**src/rtl/module_bcd_pkg.sv**
```systemverilog
// Shared types for the BCD conversion controller: FSM states, requester ids,
// and the elaboration-time range check for the BCD result width.
package module_bcd_pkg;

  typedef enum logic [1:0] {
    IDLE,
    SHIFT,
    DONE
  } state_t;

  typedef enum logic {
    ID_REQ_1 = 1'b0,
    ID_REQ_2 = 1'b1
  } req_id_t;

  // True when digits decimal digits can represent every width_in-bit value.
  function automatic bit bcd_range_ok(int unsigned digits, int unsigned width_in);
    longint unsigned pow10 = 1;
    longint unsigned max_bin;
    if (width_in == 0 || width_in >= 63) return 1'b0;
    max_bin = (64'd1 << width_in) - 64'd1;
    for (int unsigned i = 0; i < digits; i++) begin
      if (pow10 > max_bin) return 1'b1;
      pow10 = pow10 * 64'd10;
    end
    return pow10 > max_bin;
  endfunction

endpackage

```
**src/rtl/module_bcd_step.sv**
```systemverilog
// One double-dabble iteration: add 3 to every BCD digit >= 5, then shift the
// whole {bcd, binary} register left by one.
module module_bcd_step #(
  parameter int unsigned WIDTH_IN  = 8,
  parameter int unsigned WIDTH_OUT = 12
) (
  input  logic [WIDTH_OUT+WIDTH_IN-1:0] sr_in,
  output logic [WIDTH_OUT+WIDTH_IN-1:0] sr_out
);

  localparam int unsigned SW     = WIDTH_OUT + WIDTH_IN;
  localparam int unsigned DIGITS = WIDTH_OUT / 4;

  logic [SW-1:0] adj;

  always_comb begin
    adj = sr_in;
    for (int unsigned d = 0; d < DIGITS; d++) begin
      if (adj[WIDTH_IN + 4*d +: 4] >= 4'd5)
        adj[WIDTH_IN + 4*d +: 4] = adj[WIDTH_IN + 4*d +: 4] + 4'd3;
    end
    sr_out = {adj[SW-2:0], 1'b0};
  end

endmodule

```
**src/rtl/module_bcd_conv_ctrl.sv**
```systemverilog
// Two-requester binary-to-BCD conversion controller (double dabble, one bit per cycle).
// Define BCD_CTRL_RR_ARB_EN for round-robin arbitration; default is fixed priority to requester 1.
module module_bcd_conv_ctrl
  import module_bcd_pkg::*;
#(
  parameter int unsigned WIDTH_IN  = 8,
  parameter int unsigned WIDTH_OUT = 12
) (
  input  logic                 clk,
  input  logic                 rst,
  input  logic                 req_1,
  input  logic                 req_2,
  input  logic [WIDTH_IN-1:0]  bin_1,
  input  logic [WIDTH_IN-1:0]  bin_2,
  output logic                 ack_1,
  output logic                 ack_2,
  output logic [WIDTH_OUT-1:0] bcd,
  output logic                 out_id,
  output logic                 out_valid,
  input  logic                 out_ready,
  output logic                 busy
);

  localparam int unsigned SW = WIDTH_OUT + WIDTH_IN;
  localparam int unsigned CW = (WIDTH_IN < 2) ? 1 : $clog2(WIDTH_IN + 1);

  generate
    if ((WIDTH_OUT % 4) != 0 || !bcd_range_ok(WIDTH_OUT / 4, WIDTH_IN)) begin : g_param_err
      $error("module_bcd_conv_ctrl: WIDTH_OUT must be a multiple of 4 and hold every WIDTH_IN-bit value");
    end
  endgenerate

  state_t        state_q, state_d;
  req_id_t       sel, id_q;
  logic [SW-1:0] sr_q, sr_step;
  logic [CW-1:0] cnt_q;
`ifdef BCD_CTRL_RR_ARB_EN
  req_id_t       last_q;
`endif

  module_bcd_step #(
    .WIDTH_IN  (WIDTH_IN),
    .WIDTH_OUT (WIDTH_OUT)
  ) u_step (
    .sr_in  (sr_q),
    .sr_out (sr_step)
  );

  always_comb begin
    state_d = state_q;
    ack_1   = 1'b0;
    ack_2   = 1'b0;
`ifdef BCD_CTRL_RR_ARB_EN
    // On a tie, grant whoever was not granted last; reset value favours requester 1.
    if (req_1 && req_2) sel = (last_q == ID_REQ_1) ? ID_REQ_2 : ID_REQ_1;
    else                sel = req_1 ? ID_REQ_1 : ID_REQ_2;
`else
    sel = req_1 ? ID_REQ_1 : ID_REQ_2;
`endif
    case (state_q)
      IDLE: begin
        if (!rst) begin
          ack_1 = req_1 && (sel == ID_REQ_1);
          ack_2 = req_2 && (sel == ID_REQ_2);
          if (ack_1 || ack_2) state_d = SHIFT;
        end
      end
      SHIFT:   if (cnt_q == CW'(WIDTH_IN - 1)) state_d = DONE;
      DONE:    if (out_ready) state_d = IDLE;
      default: state_d = IDLE;
    endcase
  end

  always_ff @(posedge clk) begin
    if (rst) begin
      state_q <= IDLE;
      sr_q    <= '0;
      cnt_q   <= '0;
      id_q    <= ID_REQ_1;
`ifdef BCD_CTRL_RR_ARB_EN
      last_q  <= ID_REQ_2;
`endif
    end else begin
      state_q <= state_d;
      if (state_q == IDLE && (ack_1 || ack_2)) begin
        sr_q   <= {{WIDTH_OUT{1'b0}}, (ack_1 ? bin_1 : bin_2)};
        id_q   <= ack_1 ? ID_REQ_1 : ID_REQ_2;
        cnt_q  <= '0;
`ifdef BCD_CTRL_RR_ARB_EN
        last_q <= ack_1 ? ID_REQ_1 : ID_REQ_2;
`endif
      end else if (state_q == SHIFT) begin
        sr_q  <= sr_step;
        cnt_q <= cnt_q + CW'(1);
      end
    end
  end

  assign bcd       = sr_q[SW-1 -: WIDTH_OUT];
  assign out_id    = id_q;
  assign out_valid = (state_q == DONE);
  assign busy      = (state_q != IDLE);

endmodule

```
**config.mk**
```make
export PLATFORM = sky130hd
export DESIGN_NAME = module_bcd_conv_ctrl
export DESIGN_NICKNAME = d
export VERILOG_FILES = /design/src/rtl/module_bcd_pkg.sv /design/src/rtl/module_bcd_step.sv /design/src/rtl/module_bcd_conv_ctrl.sv
export SDC_FILE = /design/constraint.sdc
export NUM_CORES = 1
export LEC_CHECK = 0
export BUFFER_PORTS_ARGS = -buffer_cell sky130_fd_sc_hd__buf_2
export CAP_MARGIN = 20
export CORE_ASPECT_RATIO = 0.75
export CORE_UTILIZATION = 56
export DETAILED_ROUTE_END_ITERATION = 12
export PLACE_DENSITY_LB_ADDON = 0.12
export SETUP_SLACK_MARGIN = 0.5
export SYNTH_ARGS = -nofsm -noshare
export SYNTH_HDL_FRONTEND = slang
export SYNTH_SLANG_ARGS = --single-unit
```
**constraint.sdc**
```tcl
create_clock -name clk -period 3.38 [get_ports clk]
set_input_delay 0.676 -clock clk [delete_from_list [all_inputs] [get_ports clk]]
set_output_delay 0.676 -clock clk [all_outputs]
set_load 0.02 [all_outputs]
```
==> metrics, run 1 <==
core region area=about 2600 um^2; internal cell power=about 0.00045 W; Max VDD drop=approximately 260 uV; Vias/cell=5.71; Post-Syn Instances=around 180; Yosys reg bits=27; dpl cell area=roughly 1600 um^2; Flop pwr share=a little over half; synthesized area per cell=about 8.5 um^2; Synth area leaders=dfxtp_1 (35%), buf_4 (6.3%), ha_1 (5.7%); Slew Viols, Final=0; layout cells sized above 1=a little under a quarter; drc violations=0; final wirelength=roughly 3.2 mm; GPL Wtd Cong=about 0.75; first-pass GRT wire length=5.18 mm; Tcrit/Tclk final=between 70 and 80%; synth warn=0; critical path class=input pin to output pin; clock share of power=between 20 and 30%; crit path launch type=input pin; setup clock skew after layout=around 0.0074 ns; P per Cell Area=363 nW/um^2; final hold vios=0; Comb power frac=between 15 and 20%; syn nets=between 200 and 250; post-synth top area cell=dfxtp_1; num rows=16; crit path max fanout=16; largest net degree at the start of global routing=26; Cell variety after synth=39; Least-Margin Pin Slew=1.01 ns; Critical Path Sink Type=output pin; synthesized cell area=1550 um^2; worst rel slew slack=between 30% and 40%; port bufs=37; Post-CTS Setup Bufs=0; Hold Path Class=flip-flop to flip-flop; area grow syn2layout=9.55%; Initial DRC Count=52; hold path start=cnt_q[1]; RSZ-0062 raised after global routing=no; count leader, synth=dfxtp_1; vias in the first global route=1,272; Worst EP required=approximately 2.7 ns; Main synth FF type=dfxtp_1; vias=between 1,000 and 1,500; Pleak=0.707 nW; gr usage total=~23%; dpl hpwl=roughly 2.4 mm; DR WL/cell=13.2 um; TritonRoute pass-1 iters=4; outcome=finished clean; Antenna Nets Post-Route=0; number of buffers created by CTS=3; hold_buf cts=0; fin area=approximately 1700 um^2; switch share=a little over a quarter; Commonest cells post-synth=dfxtp_1 (27), nand2_1 (22), a21oi_1 (14); Die Height=roughly 48 um; register area share after synthesis=a little over a third; ys async rst share=0%; final setup fails=0; setup TNS=0 ns; CTS H-tree lvls=1; CTS tree=built; PostCTS Resize Cnt=0; Switch Pwr=0.000166 W; initial antenna violation count=0; grt ovf=0; crit path DAT=between 1.5 and 2 ns; final net count=between 200 and 250; reg2reg start=state_q[0]; Antenna Cells=0; # IOs=38; FMAX=0.394 GHz; crit path launch=rst; Yosys top cell area share=a little over a third; clock root cell=clkbuf_8; DIE AREA=between 2000 and 3000 um^2; Starting Density=59.0%; Worst-Skew Late Latency=~0.27 ns; EDFF count, synth=0; CTS Sinks=27; die extent in x=~63 um; post-layout minimum cycle time=roughly 2.5 ns; clock slew at reported path FFs=roughly 0.09 ns; max cap viols=0; CTS max path bufs=2
## cell usage in the layout, fill, tap and decap left out, types with 5 or more instances in the layout
master,instances
a21oi_1,14
a211oi_1,11
inv_1,6
nor2_1,13
o21ai_0,5
and2_1,7
nand2b_1,5
a311oi_1,6
buf_2,37
dfxtp_1,27
nand2_1,22
ha_1,7
## stage by stage
stage          hold slack (ns)  util (%)  cells  setup slack [ns]  power [W]
2_1_floorplan            0.444         -    182              1.47   0.000414
3_3_place_gp             0.460      62.7    236             0.954   0.000435
3_5_place_dp             0.471      62.7    236             0.859   0.000439
4_1_cts                  0.485      64.6    240             0.860   0.000623
5_1_grt                  0.522      64.6    240             0.691   0.000647
6_report                 0.500      64.6    240             0.841   0.000616
## final cells by class
class	instances	area, um^2
Sequential cell	27	541
Clock buffer	3	41.3
Timing Repair Buffer	37	185
Inverter	8	30.0
Fill cell	235	928
Tap cell	36	45.0
Multi-Input combinational cell	128	845
Clock inverter	1	7.51
## cell families (layout without fill, tap and decap cells)
| group | Yosys count | after routing | synth area share (%) |
|---|---|---|---|
| AND/OR/NAND/NOR | 63 | 63 | 20.9 |
| AO/OA/AOI/OAI | 52 | 52 | 24.4 |
| flip-flops | 27 | 27 | 35.0 |
| buffers and inverters | 27 | 49 | 10.4 |
| adder cells (fa/ha/maj) | 7 | 7 | 5.66 |
| XOR/XNOR | 3 | 3 | 1.70 |
| multiplexers | 3 | 3 | 1.94 |
## power by group through the flow
stage / registers, W / clock network (W) / logic (W)
final: 0.000338 / 0.000183 / 0.0000942
after CTS: 0.000338 / 0.000190 / 0.0000943
after global placement: 0.000345 / 0 / 0.0000902
after detailed placement: 0.000345 / 0 / 0.0000939
after global routing: 0.000340 / 0.000202 / 0.000105
after floorplan: 0.000344 / 0 / 0.0000690
## critical path: stages
cell,delay [ns]
buf_2,0.30
nor3_1,0.11
nand2_1,0.26
clkinv_1,0.28
buf_2,0.23
## per-layer routing
layer	track usage, %	part of all wire, %	vias up
met3	5.48	3.5	6
met2	44.6	47	30
met4	11.2	1.8	0
met5	0	0	-
met1	24.7	48	644
li1	-	-	691
## state kept, by name, summed over array words and instances, names as in the netlist
signal,cells
state_q,2
cnt_q,4
out_id,1
sr_q,20
## path summary, 6_finish.rpt
check,depth (start not counted),to,slack (ns)
max,5,ack_1,0.84
min,2,cnt_q[1],0.50
max reg2reg,4,sr_q[9],1.56
min reg2reg,2,cnt_q[1],0.50
Note: power is estimated with default switching activity, not from simulation.
==> run 2, diff against run 1 <==
--- a/config.mk
+++ b/config.mk
@@ -5,10 +5,11 @@
 export SDC_FILE = /design/constraint.sdc
 export NUM_CORES = 1
 export LEC_CHECK = 0
+export ABC_AREA = 1
 export BUFFER_PORTS_ARGS = -buffer_cell sky130_fd_sc_hd__buf_2
 export CAP_MARGIN = 20
 export CORE_ASPECT_RATIO = 0.75
-export CORE_UTILIZATION = 56
+export CORE_UTILIZATION = 49
 export DETAILED_ROUTE_END_ITERATION = 12
 export PLACE_DENSITY_LB_ADDON = 0.12
 export SETUP_SLACK_MARGIN = 0.5
==> constraint.sdc (replaced) <==
create_clock -name clk -period 2.24 [get_ports clk]
set_input_delay 0.448 -clock clk [delete_from_list [all_inputs] [get_ports clk]]
set_output_delay 0.448 -clock clk [all_outputs]
set_load 0.02 [all_outputs]
==> metrics, run 2 <==
CTS max path bufs=2; EDFF count, synth=0; Yosys reg bits=27; Antenna Nets Post-Route=0; crit path max fanout=12; CTS tree=built; CTS H-tree lvls=1; core region area=between 3000 and 4000 um^2; reg2reg setup slack=around 0.70 ns; Commonest cells post-synth=nand2_1 (78), inv_1 (44), nand3_1 (28); Main synth FF type=dfxtp_1; fin area=slightly below 2000 um^2; post-layout minimum cycle time=1.70 ns; most used cell, CP=buf_2; highest cell delay on the worst timing path=0.23 ns; Vias/cell=between 4 and 5; worst rel slew slack=69.8%; # IOs=38; crit path launch type=input pin; TritonRoute pass-1 iters=4; Cell variety after synth=25; vias in the first global route=between 1,000 and 1,500; crit path DAT=1.25 ns; cells along the critical path=buf_2, nor2_4, nand2_4, clkinv_2, buf_2; synthesized cell area=between 1500 and 2000 um^2; area grow syn2layout=8.90%; initial antenna violation count=0; post-synth top area cell=dfxtp_1; largest register by flop count=sr_q; Critical Path Sink Type=output pin; number of buffers created by CTS=3; Least-Margin Pin Slew=0.451 ns; first-pass GRT wire length=about 5.4 mm; ys async rst share=0%; final net count=approximately 320; Hold Path Class=input pin to flip-flop; final setup fails=0; DR WL/cell=between 9 and 10 um; GPL Wtd Cong=between 0.7 and 0.8; RSZ-0062 raised after global routing=no; synthesized area per cell=6.61 um^2; commonest non-fill, non-tap cells in the layout=nand2_1 (78), inv_1 (44), buf_2 (37); max reg flops=20; syn nets=roughly 300; port bufs=37; Tcrit/Tclk final=approximately 76%; reg2reg start=state_q[1]; Pleak=~1.0 nW; Worst EP required=between 1.5 and 2 ns; setup TNS=0 ns; gr usage total=between 15 and 20%; critical path class=input pin to output pin; hold path depth=4; final hold vios=0; commonest non-fill, non-tap cell in the layout=nand2_1; dpl cell area=about 1900 um^2; outcome=finished clean; die extent in x=between 70 and 80 um; Starting Density=between 50 and 60%; Hold Crit Endpoint=state_q[1]; setup clock skew after layout=0.00971 ns; vias=between 1,500 and 2,000; Synth area leaders=dfxtp_1 (30%), nand2_1 (16%), inv_1 (9.3%); synth warn=0; Initial DRC Count=85; Max VDD drop=359 uV; Antenna Cells=0; P per Cell Area=between 500 and 600 nW/um^2; largest net degree at the start of global routing=22; layout cells sized above 1=between 20% and 30%; Slowest-stage cell, CP=nor2_4; clock root cell=clkbuf_8; num rows=18; final wirelength=about 3.2 mm; Slew Viols, Final=0; Register Area=approximately 540 um^2; dpl hpwl=between 2 and 2.5 mm; register area share after synthesis=30.3%; largest registers=sr_q: 20 flops, cnt_q: 4 flops, state_q: 2 flops; Worst-Skew Late Latency=~0.27 ns; RR Endpoint=sr_q[13]; FMAX=0.589 GHz; Post-Syn Instances=270; grt ovf=0; count leader, synth=nand2_1; Die Height=between 50 and 60 um; max cap viols=0; worst r2r path cells=7; clock slew at reported path FFs=approximately 0.080 ns; hold_buf cts=0; DIE AREA=3890 um^2; drc violations=0; CTS Sinks=27; Yosys top cell area share=between 30% and 40%; fillers=approximately 320; hold path start=out_ready; multi-input logic area=approximately 900 um^2
-- run 2: cell types whose count changed after synthesis, moves of 5 or more --
| cell | change |
|---|---|
| a211oi_1 | -11 |
| and2_1 | -7 |
| inv_1 | +38 |
| a21oi_2 | +8 |
| nand2_1 | +56 |
| a311oi_1 | -6 |
| nand2b_1 | -5 |
| nand3_1 | +25 |
-- run 2: cell type report --
class                           instances  share of cell area (%)
Clock buffer                            3                    2.12
Sequential cell                        27                    27.8
Inverter                               49                    9.52
Clock inverter                          1                   0.257
Multi-Input combinational cell        173                    46.3
Tap cell                               40                    2.57
Timing Repair Buffer                   42                    11.5
-- run 2: critical path, delay by kind of cell --
family,cells,cell delay (ns)
simple gates,2,0.37
buf+inv,3,0.43
-- run 2: per-stage QoR --
step                util [%]  hold slack (ns)  worst slack (ns)  instances  total power [W]
floorplan                  -            0.445             0.821        270         0.000803
finish                  57.6            0.471             0.541        335          0.00112
global route            57.6            0.500             0.501        335          0.00119
detailed placement      55.1            0.471             0.474        327         0.000843
CTS                     57.0            0.467             0.510        333          0.00113
global placement        55.1            0.469             0.507        327         0.000842
-- run 2: timing repair --
action	CTS	global route
pin swaps	1	2
setup buffers	2	2
resized for setup	0	1
endpoints found under the setup margin	2	2
-- run 2: cell families after synthesis --
logic type,share of synthesized area (%)
and+or+nand+nor,32.0
AOI/OAI and AO/OA,11.8
xor gates and xnor gates,1.47
adders and majority gates,4.91
buffers and inverters,19.6
DFF,30.3
-- run 2: worst max-delay path by stage --
| stage | startpoint | slack (ns) | depth (start not counted) | end |
|---|---|---|---|---|
| after floorplan | rst | 0.82 | 4 | ack_2 |
| after global placement | rst | 0.51 | 7 | sr_q[13] |
| after detailed placement | rst | 0.47 | 7 | sr_q[17] |
| after CTS | rst | 0.51 | 5 | ack_1 |
| after global routing | rst | 0.50 | 5 | ack_1 |
| final | rst | 0.54 | 5 | ack_1 |
-- run 2: layer usage --
metal  track usage [%]  vias to the layer above  wire length, um
li1                  -                      873                -
met1              25.7                      660             1860
met2              27.5                       28             1210
met3              3.87                        4              139
met4              4.58                        0               26
met5                 0                        -                0
-- run 2: power by group --
group          internal [W]  total, W  leakage, nW  switching [W]
registers          0.000514  0.000541        0.221      0.0000268
clock network      0.000125  0.000274       0.0255       0.000150
logic              0.000111  0.000303        0.773       0.000192
==> run 3, diff against run 2 <==
--- a/config.mk
+++ b/config.mk
@@ -9,7 +9,7 @@
 export BUFFER_PORTS_ARGS = -buffer_cell sky130_fd_sc_hd__buf_2
 export CAP_MARGIN = 20
 export CORE_ASPECT_RATIO = 0.75
-export CORE_UTILIZATION = 49
+export CORE_UTILIZATION = 54
 export DETAILED_ROUTE_END_ITERATION = 12
 export PLACE_DENSITY_LB_ADDON = 0.12
 export SETUP_SLACK_MARGIN = 0.5
==> constraint.sdc (replaced) <==
create_clock -name clk -period 1.7 [get_ports clk]
set_input_delay 0.34 -clock clk [delete_from_list [all_inputs] [get_ports clk]]
set_output_delay 0.34 -clock clk [all_outputs]
set_load 0.02 [all_outputs]
==> metrics, run 3 (synthesis gave the netlist of run 2 again) <==
crit path launch=state_q[0]; max reg flops=20; setup clock skew after layout=approximately 0.012 ns; CTS Sinks=27; Hold Path Class=input pin to flip-flop; pre-CTS setup slack=0.212 ns; setup ws final=0.269 ns; reg2reg setup slack=~0.28 ns; dpl hpwl=2.38 mm; Starting Density=about three fifths; core region area=just over 3000 um^2; post-layout minimum cycle time=1.43 ns; final hold vios=0; worst r2r path cells=9; CTS tree=built; Die Height=51.8 um; grt ovf=0; final setup fails=0; grt met3 use=5.26%; first-pass GRT wire length=6.44 mm; worst rel slew slack=74.1%; port bufs=37; Hold Slack=roughly 0.37 ns; RR Endpoint=sr_q[14]; reg2reg start=state_q[0]; DR WL/cell=between 10 and 15 um; drc violations=0; Critical Path Sink Type=output pin; number of buffers created by CTS=3; layout cells sized above 1=33.3%; hold path depth=4; RSZ-0062 raised after global routing=yes; final wirelength=3.95 mm; Max VDD drop=approximately 570 uV; commonest non-fill, non-tap cell in the layout=nand2_1; GRT Max-Usage Layer=met2; largest net degree at the start of global routing=22; P per Cell Area=roughly 720 nW/um^2; total power=0.00166 W; met1 usage=slightly above 30%; Tcrit/Tclk final=roughly 84%; gr usage total=around a quarter; final net count=about 340; Antenna Nets Post-Route=0; initial antenna violation count=0; Pleak=1.15 nW; clock slew at reported path FFs=0.10 ns; TritonRoute pass-1 iters=4; met2 Usage GRT=around 44%; critical path class=flip-flop to output pin; largest register by flop count=sr_q; CTS H-tree lvls=1; commonest non-fill, non-tap cells in the layout=nand2_1 (77), inv_1 (42), nand3_1 (27), buf_2 (27), dfxtp_1 (17); crit path launch type=flip-flop; CTS max path bufs=2; vias=roughly 1,700; Vias/cell=slightly below 5; fillers=239; Antenna Cells=0; Least-Margin Pin Slew=just under 0.4 ns; FMAX=between 0.6 and 0.7 GHz; Worst-Skew Late Latency=0.28 ns; crit path DAT=between 1 and 1.5 ns; GPL Wtd Cong=~0.75; die extent in x=a little under 70 um; Slew Viols, Final=0; # IOs=38; max cap viols=0; hold path start=out_ready; outcome=finished clean; Hold Crit Endpoint=state_q[1]; clock root cell=clkbuf_8; vias in the first global route=approximately 1,500; DIE AREA=3540 um^2; setup TNS=0 ns; crit path max fanout=4; Worst EP required=approximately 1.4 ns; num rows=17; area grow syn2layout=28.2%; largest registers=sr_q: 20 flops, cnt_q: 4 flops, state_q: 2 flops; Initial DRC Count=58
-- run 3: power breakdown --
part | internal, W | switching (W)
clock | 0.000168 | 0.000198
combinational | 0.000267 | 0.000310
sequential | 0.000679 | 0.0000368
-- run 3: metal layers --
metal	part of all wire, %	up-vias	routed length (um)
met5	0	-	0
met2	46	42	1800
li1	-	906	-
met3	4.2	4	167
met4	0.86	0	34
met1	49	762	1950
-- run 3: area by class of cell --
cell class	instances	area, um^2	share of cell area [%]
multi-input combinational	174	962	42.0
sequential	27	556	24.3
timing repair buffer	58	482	21.0
inverter	49	198	8.63
tap	38	47.5	2.08
clock buffer	4	45.0	1.97
-- run 3: worst max path at each step --
stage | endpoint | slack [ns]
floorplan | sr_q[9] | 0.50
global placement | sr_q[13] | 0.27
detailed placement | sr_q[17] | 0.21
CTS | busy | 0.27
global route | sr_q[5] | 0.20
finish | ack_2 | 0.27
-- run 3: worst max-delay path, stage by stage, from the launching register on --
cell     delay [ns]
dfxtp_2        0.35
nor2_4         0.19
nand3_4        0.09
inv_2          0.07
buf_6          0.11
-- run 3: what timing repair did --
item                                    CTS  global route
endpoints found under the setup margin   35            37
resized for setup                        44             9
gates cloned                              4             0
hold buffers                              0             0
pin swaps                                 8             1
setup buffers                            14             1
-- run 3: stage by stage --
step / util, % / instance area, um^2 / std cells
2_1_floorplan: - / 1800 / 270
3_3_place_gp: 62.2 / 1890 / 327
3_5_place_dp: 62.2 / 1890 / 327
4_1_cts: 74.4 / 2260 / 349
5_1_grt: 75.3 / 2290 / 350
6_report: 75.3 / 2290 / 350
